[config.mk]
export PLATFORM = sky130hd
export DESIGN_NAME = fire_lfsr_divider
export DESIGN_NICKNAME = d
export VERILOG_FILES = /design/src/rtl/fire_lfsr_divider.sv
export SDC_FILE = /design/constraint.sdc
export NUM_CORES = 1
export LEC_CHECK = 0
export ABC_AREA = 1
export BUFFER_PORTS_ARGS = -buffer_cell sky130_fd_sc_hd__buf_2
export CAP_MARGIN = 20
export CORE_AREA = 10 10 107 109
export CTS_CLUSTER_DIAMETER = 120
export DETAILED_ROUTE_END_ITERATION = 12
export DIE_AREA = 0 0 117 119
export PLACE_DENSITY_LB_ADDON = 0.3
export RECOVER_POWER = 100
export SLEW_MARGIN = 30
export SYNTH_ARGS = -nofsm -noshare
export SYNTH_HDL_FRONTEND = slang
export SYNTH_SLANG_ARGS = --single-unit
[constraint.sdc]
create_clock -name clk -period 4.2 [get_ports clk]
set_input_delay 1.05 -clock clk [delete_from_list [all_inputs] [get_ports clk]]
set_output_delay 1.05 -clock clk [all_outputs]
set_load 0.005 [all_outputs]
[src/rtl/fire_lfsr_divider.sv]
// Bit-serial polynomial division register for the Fire-code codec.
// A parallel word is latched on start and consumed MSB-first, one bit per
// accepted shift. Once the word is exhausted, zeros are shifted in so the
// decoder can keep clocking the register for error trapping.
// PREMULT=1 gives the encoder form (x^r * m(x) mod g).
// PREMULT=0 gives the syndrome form (m(x) mod g).
module fire_lfsr_divider #(
  parameter int                 WIDTH     = 24,
  parameter logic [WIDTH-1:0]   POLY      = '0,
  parameter int                 DATA_W    = 64,
  parameter int                 PREMULT   = 0,
  parameter logic [WIDTH-1:0]   TRAP_MASK = {WIDTH{1'b1}}
) (
  input  logic              clk,
  input  logic              rst,
  input  logic              start,
  input  logic              shift,
  input  logic [DATA_W-1:0] din,
  output logic [WIDTH-1:0]  rem,
  output logic [10:0]       count,
  output logic              data_done,
  output logic              trap_zero
);

  // The bit index must be able to hold DATA_W itself, which marks the word as exhausted.
  localparam int IDX_W = $clog2(DATA_W + 1);
  localparam logic [IDX_W-1:0] IDX_END  = IDX_W'(DATA_W);
  localparam logic [IDX_W-1:0] IDX_LAST = IDX_W'(DATA_W - 1);
  localparam logic [10:0]      CNT_MAX  = 11'd2047;

  logic [DATA_W-1:0] buffer;
  logic [IDX_W-1:0]  idx;
  logic              data_avail;
  logic              bit_in;
  logic              fb;
  logic [WIDTH-1:0]  rem_shifted;
  logic [WIDTH-1:0]  rem_next;

  // Select the input bit and compute one division step from the current remainder.
  always_comb begin
    // NOTE: every signal driven here gets a default first, so no path can leave it unassigned and infer a latch.
    data_avail  = (idx != IDX_END);
    bit_in      = 1'b0;
    fb          = 1'b0;
    rem_shifted = '0;
    if (data_avail) begin
      bit_in = buffer[DATA_W-1];
    end
    if (PREMULT != 0) begin
      // Encoder form: the message bit enters at the top, which folds in the x^r factor.
      fb          = rem[WIDTH-1] ^ bit_in;
      rem_shifted = {rem[WIDTH-2:0], 1'b0};
    end else begin
      // Syndrome form: the message bit enters at the bottom.
      fb          = rem[WIDTH-1];
      rem_shifted = {rem[WIDTH-2:0], bit_in};
    end
    rem_next = rem_shifted ^ (fb ? POLY : '0);
  end

  // State register: start has priority over shift, and shift=0 holds everything.
  always_ff @(posedge clk or posedge rst) begin
    // NOTE: state updates use non-blocking assignments so every register samples pre-edge values.
    if (rst) begin
      // NOTE: the input buffer is a plain register rather than a memory, so it is cleared on reset with the rest of the state.
      buffer    <= '0;
      idx       <= '0;
      rem       <= '0;
      count     <= '0;
      data_done <= 1'b0;
    end else if (start) begin
      buffer    <= din;
      idx       <= '0;
      rem       <= '0;
      count     <= '0;
      data_done <= 1'b0;
    end else if (shift) begin
      buffer <= {buffer[DATA_W-2:0], 1'b0};
      rem    <= rem_next;
      if (data_avail) begin
        idx <= idx + IDX_W'(1);
      end
      if (idx == IDX_LAST) begin
        data_done <= 1'b1;
      end
      if (count != CNT_MAX) begin
        count <= count + 11'd1;
      end
    end
  end

  // Trap detection looks only at the masked remainder bits and is valid as soon as rem changes.
  assign trap_zero = ((rem & TRAP_MASK) == '0);

endmodule

; Word-level counts from Yosys, hierarchy flattened
; Cells that the tools add are included.
[word_totals]
register_bits = 107
output_inout_bits = 37
[op_classes]
n_reduce_logical = 8
eq_ne = 3
add_sub_neg = 2
n_mux = 14
[ops]
columns = cell, count
row1 = 64-bit two-way mux, 2
row2 = 24-bit two-way mux, 2
row3 = 11-bit two-way mux, 3
row4 = 24-bit zero test, 1
row5 = 7-bit two-way mux, 3
row6 = 11-bit by 1-bit adder with 11-bit output (second input constant), 1
row7 = 11-bit != test (second input constant), 1
row8 = 2-bit nonzero test, 4
row9 = 7-bit by 1-bit adder with 7-bit output (second input constant), 1
row10 = 7-bit by 6-bit equality test with 1-bit output (second input constant), 1
row11 = 7-bit != test (second input constant), 1
row12 = 2-bit AND reduction, 3
row13 = 1-bit two-way mux, 4

; Depth between registers and ports, before layout
; Gate-level depths: netlist of the first run.
[logic_depth]
ltp_word = 4
mapped_depth = 10
depth_no_buf = 10

; Least setup slack after synthesis of the first run
; No wires, ideal clock.
[synth_timing]
path_type = register to output
startpoint = reg rem[21]
endpoint = out trap_zero
n_path_buf = 0
path_slack_ns = 2.331
stages_incl_launch_ff = 4
arrival_ns = 0.819
path_cell_list = dfrtp_1 > nor4_1 > nand2_1 > nor2_1
[synth_between]
elab_chain_len = 1
[synth_rtl]
columns = item, line
row1 = "start, declared", 19  ; output logic [WIDTH-1:0] rem,
row2 = "start signal, assigned", 79  ; rem <= rem_next;
row3 = 24-bit zero test, 93  ; assign trap_zero = ((rem & TRAP_MASK) == '0);
row4 = "end, declared", 22  ; output logic trap_zero
; Every way passes these cells.

; Final worst setup path of the first run
[layout_timing]
startpoint = in shift
endpoint = reg buffer[23]
[layout_between]
elab_chain_len = 1
[layout_rtl]
columns = item, line
row1 = "start, declared", 17  ; input logic shift,
row2 = 2-bit nonzero test (no line), -
row3 = "end signal, assigned", 72  ; buffer <= din;
row4 = "end signal, assigned", 78  ; buffer <= {buffer[DATA_W-2:0], 1'b0};
row5 = "end, declared", 31  ; logic [DATA_W-1:0] buffer;
; Every way passes these cells.
; A chain may end at the register's enable or synchronous reset.

==> results of run 1 <==
## cell usage after synthesis
library cell and count:
nand3b_1 1, nand2_2 3, inv_2 2, o211ai_1 1
nor4_1 2, nand3_2 2, o221ai_1 47, dfrtp_1 107
a21oi_1 4, buf_2 12, inv_6 1, xor2_1 2
o22ai_1 23, o21ai_0 3, buf_4 3, ha_1 3
o221ai_2 15, buf_6 8, o21ai_1 2, nand2_4 2
clkbuf_1 7, nand4_1 11, nand2_1 116, nand2_8 1
inv_1 106, a21oi_2 1, nor2_1 18, o21bai_1 4
nor2_4 2, nand3_1 27, nor3_1 2
## through the flow
| stage | cell area (um2) | util, % | hold slack (ps) | worst slack [ps] | power, uW |
|---|---|---|---|---|---|
| after global placement | 5558 | 58.76 | 506.7 | 1664 | 1376 |
| after detailed placement | 5558 | 58.76 | 532.2 | 1597 | 1389 |
| final | 5599 | 59.19 | 550.5 | 1366 | 1956 |
| after global routing | 5599 | 59.19 | 582.7 | 1094 | 2050 |
| after floorplan | 5059 | - | 486.2 | 332.8 | 1315 |
| after CTS | 5744 | 60.73 | 548.1 | 1722 | 1990 |
## kinds of logic (layout without fill, tap and decap cells)
family	after synthesis	after routing	synth area share (%)
flip-flops	107	107	52.93
AO/OA/AOI/OAI	100	100	17.24
AND/OR/NAND/NOR	187	187	16.62
XOR/XNOR	2	2	0.3463
buffers and inverters	139	232	12.12
adder cells (fa/ha/maj)	3	3	0.7421
## how the worst max path moves through the flow
stage,end,slack [ps],cells past startpoint
finish,buffer[23],1370,4
detailed placement,count[9],1600,6
global route,buffer[49],1090,3
CTS,trap_zero,1720,6
global placement,count[7],1660,6
floorplan,buffer[0],330,1
## where the power goes
group	total, uW	switching (uW)	internal, uW
registers	1120	22.0	1100
logic	229	147	81.9
clock network	608	370	238
total	1960	539	1420
## state kept, by name, indices dropped and copies added (netlist names)
register	cells
rem	24
idx	7
buffer	64
count	11
data_done	1
## metal layers
layer / track usage (%) / wire length (um) / vias to the layer above
li1: - / - / 1974
met1: 21.24 / 5012 / 1926
met2: 27.75 / 5714 / 107
met3: 4.016 / 707 / 10
met4: 3.478 / 89 / 0
met5: 0 / 0 / -
## cell type report
type,count,area share (%)
Timing Repair Buffer,107,9.050
Multi-Input combinational cell,292,29.83
Tap cell,114,2.547
Clock inverter,6,0.8715
Clock buffer,10,2.458
Inverter,109,7.419
Sequential cell,107,47.82
## worst max-delay path: cells and delay by family
| kind | cells | cell delay, ps |
|---|---|---|
| buffers and inverters | 2 | 530 |
| and+or+nand+nor | 1 | 1130 |
| AOI/OAI and AO/OA | 1 | 250 |
==> flow_summary.toml, run 1 <==
[detailed_routing]
via_per_inst = 5.392
drt_pass1_iterations = 6
totalWireLength_mm = 11.52
vias = 4017
drt_iter0_drc = 237
wire_per_inst_um = 15.47
drc = 0
ant_nets = 0

[layout]
finalNonFillerCells = 745
syn2layout_area_growth_pct = 10.69
regArea_um2 = 2678
antenna_cells = 0
final_common_cell = "nand2_1"
layout-drive-gt1-share_pct = 16.96
fin_nets = 697
nFillCells = 895
final_cell_mix = "116 x nand2_1, 107 x dfrtp_1, 106 x inv_1, 75 x buf_2, 62 x o221ai_1"
multi_input_area_um2 = 1670

[clock_network]
postCtsSetupRepairBufs = 0
cts_root_buffer = "clkbuf_8"
hold_buffers = 0
clock_path_buffers = 2
clk_pin_slew_worst_paths_ps = 110
cts_made_buffers = 9
cts.sinks = 107
clk-insertion-delay-late_ps = 380
cts_resized = 0
cts_tree = "yes"
h-tree-depth = 3

[worst_setup_path]
cp-start-kind = "primary input"
cp-end-kind = "flip-flop"
crit_required_ps = 4380
startpoint = "shift"
path_class = "in2reg"
reg2reg_slack_ps = 2730
crit_slowest_cell = "nand2_2"
critPathMaxFanout = 87
worstPathCellList = "clkbuf_1, inv_1, nand2_2, o221ai_1"
timing.rr.start = "idx[0]"
rr_worst_depth = 9
cp.arrival_ps = 3020
cp_slowest_stage_delay_ps = 1130
rr_endpoint = "rem[0]"

[floorplan]
die_x_um = 117
initial_core_util_pct = 53.48
dieArea_um2 = 13920
num_rows = 36
io_pins = 105
core-area_um2 = 9459
die_h_um = 119

[global_routing]
antenna_found_initial = 0
grt.overflow.total = 0
grt_pass1_vias = 4136
grt_start_max_net_pins = 88
grt_pass1_wl_mm = 19.13
track_usage_pct = 16.59

[synth]
netlist_area_um2 = 5059
syn_nets = 609
synth.distinct_cells = 31
synth-seq-cells = 107
synth_warnings = 0
syn_area_per_cell_um2 = 9.403
synth-seq-area-share_pct = 52.93
synth.area.top_cells = "dfrtp_1 53%, nand2_1 8.6%, o221ai_1 8.1%, inv_1 7.9%, o221ai_2 4.5%"
synth_cells = 538
yosysTopAreaCell = "dfrtp_1"
synth_top_area_share_pct = 52.93

[placement]
dp.cells = 729
buffer_ports.inserted = 104
gp_congestion = 0.8240
dp_hpwl_mm = 8.036

[sta]
fin_crit_sh_pct = 67.48
maxSlewHeadroom_pct = -78.05
final-max-slew-violation-count = 238
setup_viol = 0
fin_worst_skew_ps = 11.90
min_period_ps = 2834
final.setup.tns_ps = 0
worst_pin_slew_ps = 2656
rsz0062_at_grt = "no"
final_hold_viol_count = 0
max_freq_ghz = 0.3528

[status]
violations = "max-capacitance violations, max-slew violations"
outcome = "finished, violations left"

[pwr]
leakage_uw = 0.002783
peakVddDrop_mv = 0.1880
powerDensity_nw_per_um2 = 349.4

[min_path]
hold_depth = 2
hold_start = "data_done"
hp-class = "reg2reg"
holdPathEnd = "data_done"

[flow_run]
cap_violations = 3
Note: power is estimated with default switching activity, not from simulation.
==> run 2, diff against run 1 <==
CORE_AREA = 10 10 113 115   (was 10 10 107 109)
DIE_AREA = 0 0 123 125   (was 0 0 117 119)
clock period = 2.4 ns   (was 4.2 ns; I/O delays follow)
==> flow_summary.toml, run 2 (synthesized netlist as in run 1, its figures left out) <==
[status]
outcome = "finished, final reports clean"

[global_routing]
grt_pass1_wl_mm = 19.73
grt_pass1_vias = 4268
antenna_found_initial = 0
track_usage_pct = 15.43
grt.overflow.total = 0
grt_start_max_net_pins = 71

[floorplan]
io_pins = 105
core-area_um2 = 10600
initial_core_util_pct = 47.71
num_rows = 38
die_x_um = 123
die_h_um = 125
dieArea_um2 = 15380

[layout]
antenna_cells = 0
multi_input_area_um2 = 1667
nFillCells = 1042
final_cell_mix = "119 x nand2_1, 107 x dfrtp_1, 105 x inv_1, 73 x buf_2, 58 x o221ai_1"
syn2layout_area_growth_pct = 12.76
regArea_um2 = 2678
final_util_pct = 53.80
final_common_cell = "nand2_1"
regMostFlops = "buffer"
layout-drive-gt1-share_pct = 17.55
reg_top3 = "buffer x64, rem x24, count x11"
fin_nets = 704
largest_reg_flops = 64

[worst_setup_path]
rr_worst_depth = 8
rr_endpoint = "count[2]"
cp.arrival_ps = 1430
crit_required_ps = 1800
cp-end-kind = "output pin"
reg2reg_slack_ps = 590
path_class = "reg2out"
critPathMaxFanout = 3
timing.rr.start = "count[0]"
cp-start-kind = "flip-flop"

[clock_network]
cts_tree = "yes"
h-tree-depth = 3
cts_root_buffer = "clkbuf_8"
hold_buffers = 0
cts_resized = 0
clk-insertion-delay-late_ps = 370
cts.sinks = 107
postCtsSetupRepairBufs = 0
clock_path_buffers = 2
clk_pin_slew_worst_paths_ps = 100
cts_made_buffers = 9

[pwr]
powerDensity_nw_per_um2 = 612.5
switching_share_pct = 26.57
pwr-share-clk_pct = 32.2
leakage_uw = 0.002822
fin_total_pwr_uw = 3494
p_int_uw = 2566
peakVddDrop_mv = 0.2747
seqPwrFrac_pct = 56.0
p_switching_uw = 928.2
power_frac_comb_pct = 11.8

[placement]
dp_hpwl_mm = 8.326
gp_congestion = 0.7754
buffer_ports.inserted = 104

[detailed_routing]
vias = 4028
drt_iter0_drc = 342
wire_per_inst_um = 14.70
drc = 0
totalWireLength_mm = 11.44
ant_nets = 0
via_per_inst = 5.177
drt_pass1_iterations = 4

[sta]
min_period_ps = 2030
final.setup.tns_ps = 0
rsz0062_at_grt = "no"
worst_pin_slew_ps = 1286
fin_crit_sh_pct = 84.57
final_hold_viol_count = 0
maxSlewHeadroom_pct = 14.29
fin_worst_skew_ps = 8.145
final-max-slew-violation-count = 0
setup_viol = 0
max_freq_ghz = 0.4927

[min_path]
hp-class = "in2async"

[flow_run]
cap_violations = 0
-- run 2: cell count changes in the layout (fill, tap and decap cells not counted), sizes merged --
| cell | previous run | this run |
|---|---|---|
| clkinv | 2 | 3 |
| inv | 110 | 111 |
| clkinvlp | 3 | 1 |
| clkbuf | 39 | 44 |
| bufinv | 0 | 1 |
| buf | 78 | 79 |
-- run 2: worst max-delay path by stage --
stage	from	end	slack, ps	depth (start not counted)
after floorplan	rst	buffer[0]	510	1
after global placement	start	buffer[54]	600	5
after detailed placement	start	buffer[35]	540	5
after CTS	rem[21]	trap_zero	350	4
after global routing	rem[0]	trap_zero	190	6
final	rem[21]	trap_zero	370	4
-- run 2: per-stage QoR --
| step | setup WS, ps | instance area [um2] | instances | hold WS [ps] |
|---|---|---|---|---|
| after floorplan | 512.5 | 5062 | 538 | 486.2 |
| after detailed placement | 543.6 | 5694 | 762 | 512.1 |
| final | 370.3 | 5704 | 778 | 411.5 |
| after CTS | 348.5 | 5893 | 778 | 282.2 |
| after global placement | 601.8 | 5694 | 762 | 506.3 |
| after global routing | 190.5 | 5704 | 778 | 418.0 |
-- run 2: worst max-delay path, stage by stage, from the launching register on --
cell and delay, ps:
dfrtp_1 430, nor4_1 320, nand2_1 100, nor2_1 90, clkbuf_1 130
-- run 2: layer usage --
metal  global-route usage (%)  share of wire (%)  up-vias
li1                         -                  -     1993
met1                    19.03                 44     1931
met2                    25.46                 49       91
met3                    4.050                6.0       13
met4                    5.346                1.3        0
met5                        0                  0        -
-- run 2: power by group through the flow --
stage	logic [uW]	clock network [uW]	registers (uW)
floorplan	318	0	1980
finish	413	1120	1960
global placement	440	0	1990
detailed placement	454	0	1990
global route	478	1230	1970
CTS	456	1160	1960
-- run 2: layout make-up --
type                            instances  share of cell area [%]
Clock inverter                          7                   1.316
Clock buffer                            9                   2.172
Timing Repair Buffer                  114                   10.00
Tap cell                              140                   3.071
Multi-Input combinational cell        292                   29.22
Sequential cell                       107                   46.94
Inverter                              109                   7.282
==> run 3, diff against run 2 <==
ABC_AREA = 0   (was 1)
CORE_AREA = 10 10 107 109   (was 10 10 113 115)
DIE_AREA = 0 0 117 119   (was 0 0 123 125)
clock period = 2.1 ns   (was 2.4 ns; I/O delays follow)
==> flow_summary.toml, run 3 <==
[status]
outcome = "finished, final reports clean"

[synth]
synthArstFlopShare_pct = 100.0
syn_area_per_cell_um2 = 10.44
synth_cells = 470
synth_ff_type = "dfrtp_1"
netlist_area_um2 = 4907
synth_warnings = 0
yosysMostFrequentCell = "dfrtp_1"
synth.area.top_cells = "dfrtp_1 55%, mux2i_1 18%, nand2_1 5.7%, o21ai_0 4.9%, nor2_1 3.1%"
synth_top_family_by_area = "multiplexers"
synth_top_area_share_pct = 54.56
synth_common_cells = "107 x dfrtp_1, 87 x mux2i_1, 75 x nand2_1"
synth_mux_area_share_pct = 17.98
synth-edff-count = 0
synth.distinct_cells = 38
yosysTopAreaCell = "dfrtp_1"
synth-seq-cells = 107
synthAdderAreaFrac_pct = 0.7649
syn_nets = 541
synth-seq-area-share_pct = 54.56
yosys.area_share.simple_pct = 13.18
synth_compound_area_share_pct = 9.026
synth_xor_area_share_pct = 1.249

[flow_run]
cap_violations = 0

[clock_network]
cts_root_buffer = "clkbuf_8"
clk_pin_slew_worst_paths_ps = 100
cts_made_buffers = 9
h-tree-depth = 3
cts.sinks = 107
clk-insertion-delay-late_ps = 370
clock_path_buffers = 2
cts_tree = "yes"

[layout]
syn2layout_area_growth_pct = 16.85
layout-drive-gt1-share_pct = 21.34
final_util_pct = 60.62
largest_reg_flops = 64
fin_nets = 635
final_cell_mix = "107 x dfrtp_1, 87 x mux2i_1, 87 x buf_2, 75 x nand2_1, 68 x o21ai_0"
antenna_cells = 0
design_area_um2 = 5734
regArea_um2 = 2678
final_common_cell = "dfrtp_1"
multi_input_area_um2 = 2096
nFillCells = 842
regMostFlops = "buffer"
reg_top3 = "buffer x64, rem x24, count x11"

[placement]
gp_congestion = 0.8202
dpl_worst_slack_ps = 446.6
buffer_ports.inserted = 104
placed_cell_area_um2 = 5538
dp_hpwl_mm = 7.272

[global_routing]
grt.overflow.total = 0
antenna_found_initial = 0
track_usage_pct = 14.91
grt_start_max_net_pins = 108
grt_pass1_wl_mm = 17.14
grt_pass1_vias = 3707

[sta]
fin_crit_sh_pct = 93.80
hold_slack_ps = 359.6
worst_pin_slew_ps = 1421
final_hold_viol_count = 0
fin_worst_skew_ps = 9.018
min_period_ps = 1970
layout_setup_ws_ps = 130.2
rsz0062_at_grt = "yes"
maxSlewHeadroom_pct = 5.251
setup_viol = 0
max_freq_ghz = 0.5077
final-max-slew-violation-count = 0

[detailed_routing]
via_per_inst = 5.320
drt_iter0_drc = 234
ant_nets = 0
vias = 3623
wire_per_inst_um = 15.22
totalWireLength_mm = 10.37
drc = 0
drt_pass1_iterations = 5

[worst_setup_path]
cp.arrival_ps = 1440
crit_required_ps = 1570
cp-end-kind = "output pin"
critPathMaxFanout = 3
path_class = "reg2out"
cp-start-kind = "flip-flop"

[floorplan]
dieArea_um2 = 13920
die_h_um = 119
die_x_um = 117
num_rows = 36
io_pins = 105
initial_core_util_pct = 51.88
core-area_um2 = 9459

[pwr]
peakVddDrop_mv = 0.4038
leakage_uw = 0.002887
powerDensity_nw_per_um2 = 714.0

[min_path]
hp-class = "in2reg"
## run 3: cell count changes after synthesis, sizes merged, moves of 7 or more
cell / before / now
nor2: 20 / 41
clkbuf: 7 / 14
nand2: 122 / 75
o22ai: 23 / 0
inv: 109 / 4
o21ai: 5 / 68
buf: 23 / 16
mux2i: 0 / 87
nand3: 29 / 6
o221ai: 62 / 0
## run 3: cells by family (layout without fill, tap and decap cells)
logic type,Yosys count,after routing
compound gates,83,83
simple gates,148,148
xor+xnor,7,7
buf+inv,34,131
fa+ha+maj,3,3
mux,88,88
flops,107,107
## run 3: final cells by class
class / count / share of cell area [%]
repair buffers: 113 / 10.19
multi-input cells: 329 / 36.55
inverters: 4 / 0.3273
clock inverters: 2 / 1.047
well taps: 114 / 2.487
flip-flops and latches: 107 / 46.69
clock buffers: 12 / 2.706
## run 3: report_power, final
group	internal, uW	switching [uW]	total, uW
sequential	2200	79.6	2270
combinational	202	241	442
clock	725	652	1380
total	3120	972	4090
## run 3: repair_timing
action | 4_1_cts | 5_1_grt
setup endpoints to repair | 0 | 1
buffers inserted | 0 | 2
resized for setup | 0 | 4
hold buffers | 0 | 0
## run 3: final timing paths
path | startpoint | end | slack [ps] | cells past startpoint
max | rem[22] | trap_zero | 130 | 4
min | din[30] | buffer[30] | 360 | 3
max reg2reg | count[0] | count[1] | 540 | 5
min reg2reg | data_done | data_done | 500 | 2
max in group asynchronous | rst | count[1] | 540 | 3
min in group asynchronous | rst | buffer[40] | 680 | 3
## run 3: per-stage QoR
stage	power, uW	TNS (ps)	instances
after floorplan	2622	0	470
after global placement	2762	0	665
after detailed placement	2784	0	665
after CTS	4156	0	679
after global routing	4292	-0.6412	681
final	4094	0	681
## run 3: layer usage
layer	vias up	track usage, %	wire length, um	part of all wire, %
li1	1817	-	-	-
met1	1705	19.99	4881	47
met2	89	22.23	4663	45
met3	12	4.317	694	6.7
met4	0	5.719	127	1.2
met5	-	0	0	0
## run 3: worst max-delay path, cell delays in order (launching register included)
cell and delay (ps):
dfrtp_1 420, nor4_2 300, nand4_1 130, nor2_1 110
buf_2 120
